**src/rtl/ula_seq_if.sv**
```systemverilog
// ula_seq_if: request/result handshake bundle between the operand datapath and ula_seq
interface ula_seq_if #(
  parameter int WIDTH = 8
);
  logic               in_valid;
  logic               in_ready;
  logic [3:0]         Sel;
  logic [WIDTH-1:0]   A;
  logic [WIDTH-1:0]   B;
  logic               out_valid;
  logic               out_ready;
  logic [2*WIDTH-1:0] S;
  logic               Z;
  logic               C;
  logic               DZ;
  modport master (
    output in_valid, Sel, A, B, out_ready,
    input  in_ready, out_valid, S, Z, C, DZ
  );
  modport slave (
    input  in_valid, Sel, A, B, out_ready,
    output in_ready, out_valid, S, Z, C, DZ
  );
endinterface

```
**src/rtl/ula_seq.sv**
```systemverilog
// ula_seq: multi-cycle ALU with iterative shift-add multiply and restoring divide behind valid/ready
module ula_seq #(
  parameter int WIDTH = 8
) (
  input logic      clk,
  input logic      rst_n,
  ula_seq_if.slave bus
);
  localparam int W2 = 2 * WIDTH;
  localparam int CW = $clog2(WIDTH);
  typedef enum logic [1:0] {IDLE, MUL, DIV, DONE} state_t;
  state_t          state;
  logic [W2-1:0]   work;
  logic [W2-1:0]   s_q;
  logic [W2-1:0]   alu_s;
  logic [W2-1:0]   mul_next;
  logic [W2-1:0]   div_next;
  logic [W2-1:0]   iter_next;
  logic [WIDTH-1:0] b_q;
  logic [WIDTH-1:0] rem_next;
  logic [CW-1:0]   cnt;
  logic [WIDTH:0]  add_w;
  logic [WIDTH:0]  mul_sum;
  logic [WIDTH:0]  div_sh;
  logic [WIDTH:0]  div_diff;
  logic            out_valid_q;
  logic            z_q;
  logic            c_q;
  logic            dz_q;
  logic            alu_c;
  logic            alu_dz;
  logic            last;
  assign bus.in_ready  = state == IDLE;
  assign bus.out_valid = out_valid_q;
  assign bus.S         = s_q;
  assign bus.Z         = z_q;
  assign bus.C         = c_q;
  assign bus.DZ        = dz_q;
  assign add_w = {1'b0, bus.A} + {1'b0, bus.B};
  // Multiply step: conditionally add B into the upper half, then shift the whole product right.
  assign mul_sum  = {1'b0, work[W2-1:WIDTH]} + (work[0] ? {1'b0, b_q} : '0);
  assign mul_next = {mul_sum, work[WIDTH-1:1]};
  // Divide step: work holds {remainder, dividend}; shift one dividend bit in and trial-subtract B.
  assign div_sh   = work[W2-1:WIDTH-1];
  assign div_diff = div_sh - {1'b0, b_q};
  assign rem_next = div_diff[WIDTH] ? div_sh[WIDTH-1:0] : div_diff[WIDTH-1:0];
  assign div_next = {rem_next, work[WIDTH-2:0], ~div_diff[WIDTH]};
  assign iter_next = (state == MUL) ? mul_next : div_next;
  assign last      = cnt == CW'(WIDTH - 1);
  // Single-cycle results for every opcode that does not need the iterative engines.
  always_comb begin
    alu_s  = '0;
    alu_c  = 1'b0;
    alu_dz = 1'b0;
    case (bus.Sel)
      4'b0000: begin
        alu_s = {{(WIDTH-1){1'b0}}, add_w};
        alu_c = add_w[WIDTH];
      end
      4'b0001: begin
        alu_s = {{WIDTH{1'b0}}, bus.A} - {{WIDTH{1'b0}}, bus.B};
        alu_c = bus.A < bus.B;
      end
      4'b0011: begin
        alu_s  = {bus.A, {WIDTH{1'b1}}};
        alu_dz = 1'b1;
      end
      4'b0100: begin
        alu_s = {{(WIDTH-1){1'b0}}, bus.A, 1'b0};
        alu_c = bus.A[WIDTH-1];
      end
      4'b0101: begin
        alu_s = {{WIDTH{1'b0}}, bus.A >> 1};
        alu_c = bus.A[0];
      end
      4'b0110: alu_s = {{WIDTH{1'b0}}, bus.A[WIDTH-2:0], bus.A[WIDTH-1]};
      4'b0111: alu_s = {{WIDTH{1'b0}}, bus.A[0], bus.A[WIDTH-1:1]};
      4'b1000: alu_s = {{WIDTH{1'b0}}, bus.A & bus.B};
      4'b1001: alu_s = {{WIDTH{1'b0}}, bus.A | bus.B};
      4'b1010: alu_s = {{WIDTH{1'b0}}, bus.A ^ bus.B};
      4'b1011: alu_s = {{WIDTH{1'b0}}, ~(bus.A | bus.B)};
      4'b1100: alu_s = {{WIDTH{1'b0}}, ~(bus.A & bus.B)};
      4'b1101: alu_s = {{WIDTH{1'b0}}, ~(bus.A ^ bus.B)};
      4'b1110: alu_s = {{(W2-1){1'b0}}, bus.A > bus.B};
      4'b1111: alu_s = {{(W2-1){1'b0}}, bus.A == bus.B};
      default: alu_s = '0;
    endcase
  end
  // Control FSM: accept in IDLE, iterate in MUL/DIV, hold the registered result in DONE until consumed.
  always_ff @(posedge clk or negedge rst_n) begin
    if (!rst_n) begin
      state       <= IDLE;
      work        <= '0;
      b_q         <= '0;
      cnt         <= '0;
      s_q         <= '0;
      out_valid_q <= 1'b0;
      z_q         <= 1'b0;
      c_q         <= 1'b0;
      dz_q        <= 1'b0;
    end else begin
      case (state)
        IDLE: if (bus.in_valid) begin
          work <= {{WIDTH{1'b0}}, bus.A};
          b_q  <= bus.B;
          cnt  <= '0;
          if (bus.Sel == 4'b0010) state <= MUL;
          else if (bus.Sel == 4'b0011 && bus.B != '0) state <= DIV;
          else begin
            state       <= DONE;
            out_valid_q <= 1'b1;
            s_q         <= alu_s;
            z_q         <= alu_s == '0;
            c_q         <= alu_c;
            dz_q        <= alu_dz;
          end
        end
        MUL, DIV: begin
          work <= iter_next;
          cnt  <= cnt + CW'(1);
          if (last) begin
            state       <= DONE;
            out_valid_q <= 1'b1;
            s_q         <= iter_next;
            z_q         <= iter_next == '0;
            c_q         <= 1'b0;
            dz_q        <= 1'b0;
          end
        end
        DONE: if (bus.out_ready) begin
          state       <= IDLE;
          out_valid_q <= 1'b0;
        end
        default: state <= IDLE;
      endcase
    end
  end
endmodule

```
**src/flat_wrapper.sv**
```systemverilog
// flat-port wrapper written by rule: the top's interface ports become plain ports
module ula_seq_flat 
#(
  parameter int WIDTH = 8
)
  (clk, rst_n, bus_in_valid, bus_Sel, bus_A, bus_B, bus_out_ready, bus_in_ready, bus_out_valid, bus_S, bus_Z, bus_C, bus_DZ);
  ula_seq_if #(.WIDTH(WIDTH)) bus_i ();
  input logic clk;
  input logic rst_n;
  input wire logic [$bits(bus_i.in_valid)-1:0] bus_in_valid;
  input wire logic [$bits(bus_i.Sel)-1:0] bus_Sel;
  input wire logic [$bits(bus_i.A)-1:0] bus_A;
  input wire logic [$bits(bus_i.B)-1:0] bus_B;
  input wire logic [$bits(bus_i.out_ready)-1:0] bus_out_ready;
  output wire logic [$bits(bus_i.in_ready)-1:0] bus_in_ready;
  output wire logic [$bits(bus_i.out_valid)-1:0] bus_out_valid;
  output wire logic [$bits(bus_i.S)-1:0] bus_S;
  output wire logic [$bits(bus_i.Z)-1:0] bus_Z;
  output wire logic [$bits(bus_i.C)-1:0] bus_C;
  output wire logic [$bits(bus_i.DZ)-1:0] bus_DZ;
  assign bus_i.in_valid = bus_in_valid;
  assign bus_i.Sel = bus_Sel;
  assign bus_i.A = bus_A;
  assign bus_i.B = bus_B;
  assign bus_i.out_ready = bus_out_ready;
  assign bus_in_ready = bus_i.in_ready;
  assign bus_out_valid = bus_i.out_valid;
  assign bus_S = bus_i.S;
  assign bus_Z = bus_i.Z;
  assign bus_C = bus_i.C;
  assign bus_DZ = bus_i.DZ;
  ula_seq #(.WIDTH(WIDTH)) u_core (.clk(clk), .rst_n(rst_n), .bus(bus_i));
endmodule
```
**config.mk**
```make
export PLATFORM = sky130hd
export DESIGN_NAME = ula_seq_flat
export DESIGN_NICKNAME = d
export VERILOG_FILES = /design/src/rtl/ula_seq_if.sv /design/src/rtl/ula_seq.sv /design/src/flat_wrapper.sv
export SDC_FILE = /design/constraint.sdc
export NUM_CORES = 1
export LEC_CHECK = 0
export BUFFER_PORTS_ARGS = -buffer_cell sky130_fd_sc_hd__buf_2
export CORE_MARGIN = 10
export CORE_UTILIZATION = 35
export CTS_BUF_LIST = sky130_fd_sc_hd__clkbuf_4
export DETAILED_ROUTE_END_ITERATION = 16
export PLACE_DENSITY_LB_ADDON = 0.05
export SLEW_MARGIN = 40
export SYNTH_ARGS = -nofsm -noshare
export SYNTH_HDL_FRONTEND = slang
export SYNTH_SLANG_ARGS = --single-unit
export TNS_END_PERCENT = 50
```
**constraint.sdc**
```tcl
create_clock -name clk -period 3.19 [get_ports clk]
set_clock_uncertainty 0.15 [all_clocks]
set_input_delay 0.319 -clock clk [delete_from_list [all_inputs] [get_ports clk]]
set_output_delay 0.319 -clock clk [all_outputs]
set_load 0.02 [all_outputs]
```
==> results.cfg <==
[cts]
clk_pin_slew_worst_paths_ns = 0.17
cts_tree = done
clock_sinks = 49
cts_buffers = 5
clockBufferDepth = 2
cts_htree_levels = 2
cts-root-buf = clkbuf_4
clock_latency_ns = 0.39

[finish]
final_cells = 878
final_util = 0.4152
synthToLayoutAreaGrowth_pct = 16.73
drive_above_1_share = 0.1966
nNetsFinal = 771
n_fill_cell = 1449

[yosys]
postSynthCellCount = 621
synthFlopType = dfrtp_1
async_flop_share = 1.000
syn_nets = 696
synthTopCellsByArea = dfrtp_1 25%, ha_1 12%, o21ai_0 8.7%
synth_area_per_cell_um2 = 7.888
yosysTopAreaCell = dfrtp_1
yosysTopAreaCellShare = 0.2503
ys_ff_latch = 49
yosysWarnings = 0
ys_seq_area_frac = 0.2503
synth_area_um2 = 4898
netlist-cell-type-count = 70
synth_edf_count = 0

[sta]
relSlewSlack = 0.5266
final_hold_viol_count = 0
worstMarginPinSlew_ns = 0.7100
fmax_ghz = 0.3299
period_share = 0.9503
finalCriticalPeriod_ns = 3.032
rsz0062_at_grt = no
slew_violations = 0
fin_tns_setup_ns = 0
setup_viol = 0

[worst_hold_path]
whs_path_depth = 4
hold_path.class = primary input to register
min-delay-start = bus_out_ready
worstHoldEndpoint = u_core.bus.out_valid

[place]
dp_hpwl_um = 13490
gp_congestion = 0.9103
io_buffers = 44
place_inst = 865

[drt]
firstDrtPassIters = 8
drc = 0
highest_layer = met4
post_drt_wl_per_cell_um = 19.06
vias_per_cell = 5.509
ant_nets = 0
wl_met2_um = 8376
met3_length_um = 584
vias = 4837
wl_um = 16740
drt-initial-drc-count = 406
drt-met1-wl_um = 7507

[setup_path]
crit_type = register to register
reg2reg_depth = 12
crit_fanout = 3
r2r-end = u_core.bus.Z
r2r_start = u_core.b_q[0]
worst-r2r-setup-slack_ns = 0.16
crit_required_ns = 3.32
crit_path_end_kind = register
cp-start-kind = register
critPathArrivalTime_ns = 3.16

[floorplan]
die_w_um = 138.3
ioPinCount = 45
core_um2 = 13770
die_h_um = 138.3
die_area_um2 = 19130
rows = 43
start_util = 0.3557

[global_route]
globalRouteOverflowTotal = 0
antenna_found_initial = 1
grt_max_degree = 50
grt_util_all_layers = 0.1700
grt_pass1_vias = 4876
grt_pass1_wl_um = 27110

[pwr]
p_leak_nw = 2.682
peakVddDrop_uv = 452.9
power.density_nw_per_um2 = 886.9
p_total_w = 0.005071

[status]
status = finished, final reports clean

[job]
drv_cap = 0
-- worst max-delay path: stages (launching register included) --
cell and delay [ns]:
dfrtp_1 0.43, and2_1 0.17, ha_1 0.21, fa_1 0.45, a21o_1 0.19, a21oi_1 0.20
nand2b_1 0.16, nand2b_1 0.06, a21oi_1 0.17, xor2_1 0.10, mux2i_2 0.35, nor4b_4 0.09
a31o_1 0.22
-- layout make-up --
class / instances / area, µm² / area share
inverters: 42 / 157.7 / 0.02757
flip-flops and latches: 49 / 1226 / 0.2144
well taps: 180 / 225.2 / 0.03939
multi-input cells: 493 / 3341 / 0.5842
clock buffers: 5 / 37.54 / 0.006565
diodes: 1 / 2.502 / 0.0004376
clock inverters: 3 / 43.79 / 0.007659
repair buffers: 105 / 684.4 / 0.1197
-- where the power goes --
| part | switching [W] | total [W] | leakage, nW | internal, W |
|---|---|---|---|---|
| combinational | 0.00210 | 0.00357 | 2.02 | 0.00147 |
| clock | 0.000225 | 0.000392 | 0.0456 | 0.000167 |
| sequential | 0.000208 | 0.00110 | 0.622 | 0.000897 |
-- synth_stat cells (all sizes together) (4+ instances only) --
cell	n
inv	41
o31ai	4
nand2	77
nor3	9
xor2	7
a31oi	5
buf	24
a221oi	10
clkbuf	13
nand3	8
a32oi	5
a211oi	6
o22ai	6
nor2b	12
o211ai	5
mux2i	20
fa	4
ha	47
o21ai	87
and2	8
nand2b	12
nor2	44
a22o	5
a21oi	39
a21o	9
nor4	9
xnor2	11
dfrtp	49
-- cell families after synthesis --
kind of cell,after synthesis,synth area share
compound gates,204,0.2598
xor+xnor,18,0.03372
fa+ha+maj,51,0.1364
buf+inv,79,0.07484
flops,49,0.2503
mux,22,0.04547
simple gates,198,0.1995
-- state kept, by name, indices dropped and copies added (netlist names) --
name and flops:
u_core.b_q 8, u_core.bus.C 1, u_core.bus.DZ 1, u_core.bus.S 16, u_core.bus.Z 1, u_core.bus.out_valid 1, u_core.cnt 3, u_core.state 2
u_core.work 16
-- how the worst max path moves through the flow --
| stage | slack (ns) | endpoint | start |
|---|---|---|---|
| after floorplan | 0.31 | u_core.bus.Z | u_core.work[7] |
| after global placement | 0.06 | u_core.bus.Z | bus_B[4] |
| after detailed placement | -0.03 | u_core.bus.Z | bus_A[0] |
| after CTS | 0.05 | u_core.bus.Z | u_core.work[7] |
| after global routing | 0.01 | u_core.bus.Z | u_core.state[0] |
| final | 0.16 | u_core.bus.Z | u_core.b_q[0] |
-- per-layer routing --
| layer | up-vias | track usage |
|---|---|---|
| met5 | - | 0 |
| met2 | 129 | 0.2989 |
| met3 | 16 | 0.01781 |
| li1 | 2369 | - |
| met1 | 2323 | 0.2164 |
| met4 | 0 | 0.04107 |
-- what timing repair did --
action                                  4_1_cts  5_1_grt
resized for setup                             2        7
hold endpoints to repair                     49        0
buffers inserted                              0        3
pin swaps                                     0        3
endpoints found under the setup margin        1        5
hold buffers                                  1        0
-- through the flow --
step	cell area (µm²)	setup WS (ns)	hold WS [ns]
2_1_floorplan	4898	0.3134	-0.1266
3_3_place_gp	5563	0.05771	0.3098
3_5_place_dp	5563	-0.02649	0.3171
4_1_cts	5663	0.04897	0.007100
5_1_grt	5718	0.01028	0.01613
6_report	5718	0.1584	0.02233
-- layout by cell type (no fill, tap or decap), drive strengths merged, types with 7 or more instances in the layout --
cell	Yosys	final
buf	24	104
nor4	9	9
xor2	7	7
ha	47	47
and2	8	8
o21ai	87	87
a221oi	10	10
a21oi	39	39
nand2	77	77
nand2b	12	12
mux2i	20	20
dfrtp	49	49
a21o	9	9
xnor2	11	11
nand3	8	8
inv	41	42
nor3	9	9
nor2b	12	12
nor2	44	44
No activity file was read; power rests on OpenSTA's default activity.
